## src/rtl/restador_serie_4_bits.sv

```systemverilog
// Bit-serial 4-bit adder/subtractor.
// One full-adder cell processes the operands LSB first over four clock edges.
// M=1 selects A-B in two's complement: B is inverted on load and the carry
// flip-flop is seeded with 1.
// Result, final carry and signed overflow are registered on the last serial
// edge and held until the next operation completes.
module restador_serie_4_bits (
  input  logic       clock,
  input  logic       reset,
  input  logic       start,
  input  logic       M,
  input  logic [3:0] A,
  input  logic [3:0] B,
  output logic       ready,
  output logic       done,
  output logic [3:0] Resultado,
  output logic       C4,
  output logic       V
);

  typedef enum logic [1:0] {
    IDLE  = 2'd0,
    SHIFT = 2'd1,
    DONE  = 2'd2
  } state_t;

  state_t     state_q, state_d;
  logic [3:0] ra_q, ra_d;
  logic [3:0] rb_q, rb_d;
  logic [3:0] rs_q, rs_d;
  logic       q_q, q_d;
  logic [1:0] cnt_q, cnt_d;
  logic [3:0] res_q, res_d;
  logic       c4_q, c4_d;
  logic       v_q, v_d;

  logic       fa_s;
  logic       fa_cout;

  // Single full-adder cell on the current LSBs and the carry flip-flop.
  always_comb begin
    fa_s    = ra_q[0] ^ rb_q[0] ^ q_q;
    fa_cout = (ra_q[0] & rb_q[0]) | (ra_q[0] & q_q) | (rb_q[0] & q_q);
  end

  // State and datapath registers; reset clears everything and returns to IDLE.
  always_ff @(posedge clock) begin
    if (reset) begin
      state_q <= IDLE;
      ra_q    <= '0;
      rb_q    <= '0;
      rs_q    <= '0;
      q_q     <= 1'b0;
      cnt_q   <= '0;
      res_q   <= '0;
      c4_q    <= 1'b0;
      v_q     <= 1'b0;
    end else begin
      state_q <= state_d;
      ra_q    <= ra_d;
      rb_q    <= rb_d;
      rs_q    <= rs_d;
      q_q     <= q_d;
      cnt_q   <= cnt_d;
      res_q   <= res_d;
      c4_q    <= c4_d;
      v_q     <= v_d;
    end
  end

  // Next-state and datapath update; every register holds unless its state acts.
  always_comb begin
    state_d = state_q;
    ra_d    = ra_q;
    rb_d    = rb_q;
    rs_d    = rs_q;
    q_d     = q_q;
    cnt_d   = cnt_q;
    res_d   = res_q;
    c4_d    = c4_q;
    v_d     = v_q;

    unique case (state_q)
      IDLE: begin
        if (start) begin
          ra_d    = A;
          rb_d    = B ^ {4{M}};
          q_d     = M;
          cnt_d   = '0;
          state_d = SHIFT;
        end
      end

      SHIFT: begin
        ra_d  = {1'b0, ra_q[3:1]};
        rb_d  = {1'b0, rb_q[3:1]};
        rs_d  = {fa_s, rs_q[3:1]};
        q_d   = fa_cout;
        cnt_d = cnt_q + 2'd1;
        if (cnt_q == 2'd3) begin
          // q_q still holds the carry into bit 3 on this edge.
          res_d   = {fa_s, rs_q[3:1]};
          c4_d    = fa_cout;
          v_d     = fa_cout ^ q_q;
          state_d = DONE;
        end
      end

      DONE: begin
        state_d = IDLE;
      end

      default: begin
        state_d = IDLE;
      end
    endcase
  end

  // Handshake and result outputs.
  always_comb begin
    ready     = (state_q == IDLE);
    done      = (state_q == DONE);
    Resultado = res_q;
    C4        = c4_q;
    V         = v_q;
  end

endmodule

```

## config.mk

```make
export PLATFORM = sky130hd
export DESIGN_NAME = restador_serie_4_bits
export DESIGN_NICKNAME = d
export VERILOG_FILES = /design/src/rtl/restador_serie_4_bits.sv
export SDC_FILE = /design/constraint.sdc
export NUM_CORES = 1
export LEC_CHECK = 0
export ABC_AREA = 1
export CAP_MARGIN = 15
export CORE_UTILIZATION = 49
export DETAILED_ROUTE_END_ITERATION = 8
export PLACE_DENSITY = 0.76
export SKIP_LAST_GASP = 1
export SLEW_MARGIN = 5
export SYNTH_ARGS = -nofsm -noshare
export SYNTH_HDL_FRONTEND = slang
export SYNTH_SLANG_ARGS = --single-unit
```

## constraint.sdc

```tcl
create_clock -name clock -period 1.31 [get_ports clock]
set_input_delay 0.1965 -clock clock [delete_from_list [all_inputs] [get_ports clock]]
set_output_delay 0.1965 -clock clock [all_outputs]
set_load 0.02 [all_outputs]
```

Word level (Yosys, flattened, before mapping)
Cells that the tools add are included.
Word-level totals
  register bits after elaboration: 23
  input bits: 12
  logic and storage cells: 40
  output and inout bits: 8
Operators by class
  reductions and logical operators: 5
  equality and inequality tests: 5
  add/subtract/negate cells: 1
  mux-type cells: 11
  bitwise logic cells: 9
Operators by type and width (number)
  $pmux W4 S2: 2
  $mux W4: 2
  $pmux W2 S2: 2
  $mux W2: 3
  $reduce_and A2 Y1: 3
  $eq A2 B2 Y1 const B: 2
  $ne A2 B2 Y1 const B: 2
  $xor A4 B4 Y4: 1
  $and A1 B1 Y1: 3
  $xor A1 B1 Y1: 3
  $add A2 B1 Y2 const B: 1
  $eq A2 B1 Y1 const B: 1
  $logic_not A2 Y1: 1
  $or A1 B1 Y1: 2
  $pmux W1 S2: 1
  $reduce_bool A2 Y1: 1
  $mux W1: 1

Logic depth before layout (Yosys ltp)
Gate-level depths: netlist of the first run.
  depth after elaboration: 4
  depth in mapped cells: 8

Worst setup path after synthesis of the first run
Ideal clock, no wire load.
  path type: flip-flop to flip-flop
  start point: register ra_q[0]
  end point: register v_q (netlist: V)
  period minus slack after synthesis: 1167 ps
  slack: 143 ps
  cell stages (with the launch flop): 5
  data arrival time: 1051 ps
  setup time: 116 ps
  cell sequence: dfxtp_1 -> fa_1 -> xor2_1 -> nor2_1 -> nor2_1
Between the ends
  longest elaborated chain between the ends: 4
  elaborated cells between the ends (all ways): 5
Ends and longest elaborated chain
  start, declared: line 28  | logic [3:0] ra_q, ra_d;
  start signal, assigned: line 60  | ra_q <= ra_d;
  $and A1 B1 Y1: line 43  | fa_cout = (ra_q[0] & rb_q[0]) | (ra_q[0] & q_q) | (rb_q[0] & q_q);
  $or A1 B1 Y1 (*) (2 in series): line 43
  via fa_cout: line 38  | logic fa_cout;
  $xor A1 B1 Y1 (*): line 104  | v_d = fa_cout ^ q_q;
  end signal, assigned: line 67  | v_q <= v_d;
  end, declared: line 35  | logic v_q, v_d;
Mark *: on every way through the listed nets, which the timed path passes. The rest lies on a longest branch.
A chain may end at the register's enable or synchronous reset.

Final worst setup path of the first run
  start point: register q_q
  end point: register rs_q[3]
Between the ends
  longest elaborated chain between the ends: 1
Ends and longest elaborated chain
  start, declared: line 31  | logic q_q, q_d;
  start signal, assigned: line 63  | q_q <= q_d;
  $xor A1 B1 Y1: line 42  | fa_s = ra_q[0] ^ rb_q[0] ^ q_q;
  via fa_s: line 37  | logic fa_s;
  end signal, assigned: line 62  | rs_q <= rs_d;
  end, declared: line 30  | logic [3:0] rs_q, rs_d;
The timed path passes the listed nets, and every way through them passes these cells.

==> results of run 1 <==
==> through the flow <==
step                cells  TNS (ns)  util (%)  total power, mW  setup slack [ns]
CTS                   199  -0.03798     65.88            1.318          -0.03798
global route          199         0     65.56            1.379          0.006499
floorplan             146         0         -           0.8742            0.1434
detailed placement    195  -0.05392     64.48           0.9534          -0.05316
finish                199         0     65.56            1.302           0.09511
global placement      195  -0.01146     64.48           0.9479          -0.01146
==> layout by cell type (no fill, tap or decap) <==
cell / count
clkbuf_8: 1
inv_2: 2
nor2_4: 1
nor2_1: 31
nand2_2: 3
inv_1: 14
dfxtp_1: 22
clkdlybuf4s50_1: 11
a21oi_1: 5
ha_1: 1
inv_4: 1
o21ai_0: 8
nor2_2: 1
buf_4: 7
xor2_1: 2
clkbuf_4: 3
dlygate4sd2_1: 6
nand3_1: 15
fa_2: 1
clkbuf_2: 2
nand2_4: 1
nand2_1: 34
==> routing by layer <==
metal	vias up	global-route usage (%)	wire, um
met2	23	32.33	881
met5	-	0	0
met3	0	5.660	94
met4	0	1.667	0
li1	502	-	-
met1	418	25.99	967
==> synthesized netlist by cell type (all sizes together) <==
master / number / area (um^2)
a21oi: 5 / 25.02
buf: 4 / 32.53
dfxtp: 22 / 440.4
fa: 1 / 20.02
ha: 1 / 12.51
inv: 17 / 66.32
nand2: 38 / 157.7
nand3: 15 / 75.07
nor2: 33 / 133.9
o21ai: 8 / 40.04
xor2: 2 / 17.52
==> sequential cells by signal (all words and copies together) (netlist names) <==
name,cells
V,1
q_q,1
Resultado,4
cnt_q,2
rs_q,3
state_q,2
ra_q,4
C4,1
rb_q,4
==> final timing paths <==
check / start / endpoint / slack (ns) / cells past startpoint
hold reg to reg: cnt_q[0] / cnt_q[0] / 0.46 / 1
hold / removal: A[3] / ra_q[3] / 0.44 / 3
setup / recovery: q_q / rs_q[3] / 0.1 / 3
setup reg to reg: q_q / rs_q[3] / 0.1 / 3
==> what timing repair did <==
item,in CTS,in global routing
endpoints found under the setup margin,8,3
pin swaps,0,0
gates resized for setup,9,4
==> cell families (layout without fill, tap and decap cells) <==
| logic type | Yosys count | after routing | share of synthesized area (%) |
|---|---|---|---|
| XOR/XNOR | 2 | 2 | 1.716 |
| flip-flops | 22 | 22 | 43.14 |
| adder cells (fa/ha/maj) | 2 | 2 | 3.186 |
| AND/OR/NAND/NOR | 86 | 86 | 35.91 |
| AO/OA/AOI/OAI | 13 | 13 | 6.372 |
| buffers and inverters | 21 | 47 | 9.682 |
==> report_power, final <==
group          total, mW  switching, mW  internal (mW)
Clock              0.364          0.195          0.170
Combinational      0.211          0.115         0.0961
Sequential         0.727         0.0239          0.703
Total               1.30          0.334          0.968
==> worst min-delay path: cells and delay by family <==
| kind | cells | cell delay [ns] |
|---|---|---|
| buffers and inverters | 1 | 0.39 |
| and+or+nand+nor | 1 | 0.06 |
| AOI/OAI and AO/OA | 1 | 0.05 |
==> final cells by class <==
type	count	share of cell area, %
Multi-Input combinational cell	103	37.65
Sequential cell	22	34.24
Timing Repair Buffer	26	17.51
Tap cell	27	2.626
Inverter	17	5.156
Clock buffer	4	2.821
==> flow_summary.ini, run 1 <==
[placed_design]
place.gp.congestion = 0.8133
io_buffers = 19
place_area_um2 = 1265
dpl.hpwl_um = 1518

[floorplanning]
initial_core_util_pct = 52.04
die_y_um = 47.65
core_area_um2 = 1962
die_w_um = 47.65
die_area_um2 = 2270
rows = 16
io_pins = 20

[critical_path]
critPathMaxFanout = 3
crit_type = reg2reg
crit_chain = fa_2, o21ai_0, nor2_1
critPathBufInv = 0
start_kind = flip-flop
slowest_delay_ns = 0.46
critPathSlowestCell = fa_2
critical-path-top-delay-family = adder cells
crit_arrival_ns = 1.42
crit_path_end_kind = flip-flop
crit_required_ns = 1.52

[cts]
htree_levels = 1
cts_buffers = 3
post_cts_buffers = 0
root_buffer = clkbuf_4
clock_path_buffers = 2
cts_tree = built
clk_latency_ns = 0.30
clkTransAtPathRegs_ns = 0.11
post_cts_hold_buffer_count = 0
clock-sinks = 22

[run]
max_cap_violations = 0

[logic_synthesis]
syn_inst = 146
avgSynthCellArea_um2 = 6.993
ys_seq_elements = 22
synth.distinct_cells = 19
yosysWarnings = 0
synth_nets = 160
ys_seq_area_share_pct = 43.14
netlist_area_um2 = 1021

[timing]
hold_viol = 0
max_slew.worst_pin.slew_ns = 0.3389
setup_viol = 0
fmax_mhz = 823.1
skew_ns = 0.002259
slew_violations = 0
rsz0062_at_grt = false
whs_ns = 0.4446
period_needed_ns = 1.215
slew-limit-headroom_pct = 77.38
min_period_over_period_pct = 92.74

[power]
leakagePower_nw = 0.6573
p_per_area_nw_per_um2 = 1012
vdd_drop_max_mv = 0.7685

[grt]
grt_pass1_wl_um = 3063
grt_usage_pct = 19.36
overflow = 0
grt_max_degree = 14
antenna_found_initial = 0
grt_pass1_vias = 739

[detailed_routing]
final_antenna_net_count = 0
via_per_inst = 4.739
wirelength_um = 1943
wire_per_inst_um = 9.764
first_pass_iters = 4
vias = 943
drc = 0
first_iter_violations = 21

[finish]
design_area_um2 = 1286
fin_nets = 187
syn_to_final_growth_pct = 25.98
diodes = 0
drive_above_1_share_pct = 13.37
fill_cells = 194
multi_input_area_um2 = 484.2
register_area_um2 = 440.4

[hold_path]
hp-class = in2reg

[status]
status = finished clean
(Power assumes the default switching activity.)
==> inputs of run 2 (changes only) <==
--- a/config.mk
+++ b/config.mk
@@ -10,6 +10,7 @@
 export CORE_UTILIZATION = 49
 export DETAILED_ROUTE_END_ITERATION = 8
 export PLACE_DENSITY = 0.76
+export RECOVER_POWER = 50
 export SKIP_LAST_GASP = 1
 export SLEW_MARGIN = 5
 export SYNTH_ARGS = -nofsm -noshare
==> run 2 against run 1 <==
First-iteration DRC count up 4.8%. Count of clock-buffer cells in the layout unchanged. Final cell count stayed put. Power hardly changed. Cell area is 0.19% lower. Utilization down 0.13 points. Non-clock buffer count unchanged. Critical path type unchanged.
==> flow_summary.ini, run 2 (synthesis gave the netlist of run 1 again) <==
[status]
status = finished clean

[cts]
clk_latency_ns = 0.30
post_cts_buffers = 0
post_cts_hold_buffer_count = 0
clock_path_buffers = 2
clkTransAtPathRegs_ns = 0.12
htree_levels = 1
root_buffer = clkbuf_4
cts_buffers = 3
clock-sinks = 22
cts_tree = built

[critical_path]
ff2ff_path_depth = 3
r2r_slack_ns = 0.1
crit_arrival_ns = 1.42
crit_required_ns = 1.52
crit_type = reg2reg
crit_path_end_kind = flip-flop
start_kind = flip-flop
reg2reg_from = q_q
critPathMaxFanout = 3
r2r-end = rs_q[3]

[finish]
fill_cells = 195
design_area_um2 = 1284
stdcell_count = 199
syn_to_final_growth_pct = 25.74
diodes = 0
register_area_um2 = 440.4
fin_util_pct = 65.43
final_cell_mix = nand2_1 (34), nor2_1 (32), dfxtp_1 (22)
final_common_cell = nand2_1
multi_input_area_um2 = 481.7
drive_above_1_share_pct = 12.79
fin_nets = 187

[timing]
skew_ns = 0.004331
min_period_over_period_pct = 92.52
slew_violations = 0
max_slew.worst_pin.slew_ns = 0.3381
period_needed_ns = 1.212
fin_setup_tns_ns = 0
slew-limit-headroom_pct = 77.43
setup_viol = 0
rsz0062_at_grt = false
fmax_mhz = 825.1
hold_viol = 0

[grt]
use_met1_pct = 25.99
grtUsageMet3_pct = 5.660
grt_pass1_wl_um = 3063
grt_max_degree = 14
antenna_found_initial = 0
grt_pass1_vias = 739
use_met2_pct = 32.33
grt-busiest-layer = met2
grt_usage_pct = 19.36
overflow = 0

[floorplanning]
rows = 16
die_w_um = 47.65
initial_core_util_pct = 52.04
die_area_um2 = 2270
io_pins = 20
core_area_um2 = 1962
die_y_um = 47.65

[power]
seqPwrFrac_pct = 55.7
leakagePower_nw = 0.6566
intPower_uw = 967.9
clkPwrFrac_pct = 28.2
p_sw_uw = 335.7
swShare_pct = 25.75
vdd_drop_max_mv = 0.7688
p_per_area_nw_per_um2 = 1015
combPwrFrac_pct = 16.1

[hold_path]
hold_start = A[3]
worstHoldEndpoint = ra_q[3]
min_path_cells = 3
hp-class = in2reg

[placed_design]
place.gp.congestion = 0.8133
io_buffers = 19
place_area_um2 = 1265
dp_cells = 195
dpl.hpwl_um = 1518

[detailed_routing]
vias = 938
first_iter_violations = 22
first_pass_iters = 4
drc = 0
final_antenna_net_count = 0
wirelength_um = 1942
via_per_inst = 4.714
wire_per_inst_um = 9.759

[run]
max_cap_violations = 0
## run 2: cell types whose count changed in the layout (fill, tap and decap cells not counted), sizes merged
cell    before  now
clkbuf       6    7
buf          7    6
## run 2: layer usage
| layer | vias up | wire length, um |
|---|---|---|
| li1 | 502 | - |
| met1 | 415 | 969 |
| met2 | 21 | 891 |
| met3 | 0 | 82 |
| met4 | 0 | 0 |
| met5 | - | 0 |
## run 2: worst max-delay path by stage
stage	from	end	depth (start not counted)
after floorplan	ra_q[0]	V	4
after global placement	M	rb_q[2]	8
after detailed placement	M	rb_q[2]	8
after CTS	state_q[1]	done	3
after global routing	state_q[1]	V	7
final	q_q	rs_q[3]	3
## run 2: final cells by class
| cell class | instances | share of cell area (%) |
|---|---|---|
| Inverter | 17 | 5.166 |
| Tap cell | 27 | 2.632 |
| Sequential cell | 22 | 34.31 |
| Timing Repair Buffer | 26 | 17.54 |
| Multi-Input combinational cell | 103 | 37.52 |
| Clock buffer | 4 | 2.827 |
## run 2: power by group through the flow
stage	Clock [mW]	Sequential [mW]	Combinational (mW)
finish	0.367	0.726	0.210
floorplan	0	0.738	0.136
CTS	0.380	0.726	0.212
global route	0.409	0.730	0.239
global placement	0	0.740	0.208
detailed placement	0	0.740	0.213
## run 2: timing repair
action,CTS,global route
cloned,0,0
gates resized for setup,9,4
endpoints found under the hold margin,0,0
setup endpoints to repair,8,3
## run 2: critical path, cell delays in order (launching register included)
cell and delay [ns]:
dfxtp_1 0.40, fa_2 0.46, o21ai_0 0.20, nor2_1 0.05
## run 2: stage by stage
| step | setup WS (ns) | hold WS (ns) | power (mW) |
|---|---|---|---|
| floorplan | 0.1434 | 0.3393 | 0.8742 |
| detailed placement | -0.05316 | 0.4570 | 0.9534 |
| CTS | -0.03798 | 0.4306 | 1.318 |
| global placement | -0.01146 | 0.4587 | 0.9479 |
| finish | 0.09800 | 0.4445 | 1.304 |
| global route | 0.02041 | 0.4711 | 1.378 |
==> inputs of run 3 (changes only) <==
--- a/config.mk
+++ b/config.mk
@@ -9,7 +9,8 @@
 export CAP_MARGIN = 15
 export CORE_UTILIZATION = 49
 export DETAILED_ROUTE_END_ITERATION = 8
-export PLACE_DENSITY = 0.76
+export GPL_TIMING_DRIVEN = 0
+export PLACE_DENSITY = 0.8
 export RECOVER_POWER = 50
 export SKIP_LAST_GASP = 1
 export SLEW_MARGIN = 5
==> run 3 against run 2 <==
Critical path type is now reg2out. Register-to-register slack about the same. Die area unchanged. Combinational power decreased by 5%. Sequential share of layout area is 1.1 points higher.
==> flow_summary.ini, run 3 (synthesis gave the netlist of run 1 again) <==
[cts]
htree_levels = 1
cts_tree = built
cts_buffers = 3
clock_path_buffers = 2
clock-sinks = 22
clk_latency_ns = 0.31
clkTransAtPathRegs_ns = 0.12
root_buffer = clkbuf_4

[finish]
syn_to_final_growth_pct = 22.55
fill_cells = 199
fin_nets = 183
drive_above_1_share_pct = 13.10
multi_input_area_um2 = 489.2
register_area_um2 = 442.9
final_common_cell = nand2_1
diodes = 0
final_cell_mix = nand2_1 (34), nor2_1 (31), dfxtp_1 (20)

[floorplanning]
die_y_um = 47.65
io_pins = 20
core_area_um2 = 1962
rows = 16
initial_core_util_pct = 52.04
die_area_um2 = 2270
die_w_um = 47.65

[power]
clkPwrFrac_pct = 28.7
seqPwrFrac_pct = 55.9
leakagePower_nw = 0.6401
combPwrFrac_pct = 15.4
vdd_drop_max_mv = 0.7625
swShare_pct = 26.49
fin_total_pwr_mw = 1.305
p_per_area_nw_per_um2 = 1043
p_sw_uw = 345.6
intPower_uw = 959.0

[timing]
fmax_mhz = 799.6
setup_viol = 0
skew_ns = 0.008361
fin_setup_tns_ns = 0
rsz0062_at_grt = false
slew-limit-headroom_pct = 81.66
period_needed_ns = 1.251
min_period_over_period_pct = 95.47
slew_violations = 0
hold_viol = 0
max_slew.worst_pin.slew_ns = 0.2743

[critical_path]
start_kind = flip-flop
crit_arrival_ns = 1.05
crit_path_end_kind = output port
crit_type = reg2out
crit_required_ns = 1.11
critPathMaxFanout = 6

[grt]
grt_pass1_wl_um = 3519
grt_usage_pct = 22.07
grt_max_degree = 13
grt_pass1_vias = 872
overflow = 0
antenna_found_initial = 0

[detailed_routing]
wl_met1_um = 886
final_antenna_net_count = 0
first_pass_iters = 4
routed.top_layer = met4
drc = 0
wirelength_um = 2057
first_iter_violations = 20
routed-wl-met2_um = 1076
wl_met3_um = 56
wire_per_inst_um = 10.55
via_per_inst = 4.826
vias = 941

[placed_design]
place.gp.congestion = 0.7838
dpl.hpwl_um = 1591
io_buffers = 18

[run]
max_cap_violations = 0

[status]
status = finished clean

[hold_path]
hp-class = in2reg
==> run 3: path summary, 6_finish.rpt <==
kind | start | to | slack, ns | cells after the start
hold reg to reg | cnt_q[0] | cnt_q[0] | 0.46 | 1
setup / recovery | state_q[1] | ready | 0.06 | 2
hold / removal | reset | rb_q[3] | 0.18 | 2
setup reg to reg | state_q[1] | state_q[0] | 0.09 | 6
==> run 3: per-layer routing <==
| metal | GRT usage, % | up-vias |
|---|---|---|
| met3 | 2.264 | 4 |
| met2 | 39.73 | 24 |
| met5 | 0 | - |
| li1 | - | 493 |
| met1 | 26.16 | 420 |
| met4 | 10.56 | 0 |
==> run 3: timing repair <==
action	4_1_cts	5_1_grt
endpoints found under the setup margin	8	2
gates resized for setup	14	3
hold endpoints to repair	0	0
hold buffers	0	0
setup buffers	0	0
==> run 3: worst max-delay path: stages (launching register included) <==
cell,delay [ns]
dfxtp_2,0.36
nor2_4,0.18
clkbuf_2,0.20
==> run 3: power by group through the flow <==
| stage | Sequential (mW) | Clock [mW] | Combinational, mW |
|---|---|---|---|
| after detailed placement | 0.743 | 0 | 0.210 |
| final | 0.729 | 0.375 | 0.200 |
| after CTS | 0.729 | 0.387 | 0.210 |
| after global routing | 0.734 | 0.403 | 0.230 |
| after floorplan | 0.738 | 0 | 0.136 |
| after global placement | 0.740 | 0 | 0.203 |
==> run 3: metrics by stage <==
step                util [%]  area [um^2]  instances  hold WS, ns  setup slack [ns]
CTS                    64.48         1265        195       0.1719          -0.09860
floorplan                  -         1021        146       0.3393            0.1434
global placement       62.95         1235        191       0.4456           -0.1887
detailed placement     62.95         1235        191       0.4504           -0.2085
global route           63.78         1251        195       0.1942          0.002540
finish                 63.78         1251        195       0.1815           0.05931
==> run 3: layout make-up <==
type,count,area share [%]
buffer,4,1.600
clock buffer,4,2.900
inverter,17,5.300
multi-input combinational,103,39.10
sequential,22,35.40
tap,27,2.700
timing repair buffer,18,13.00
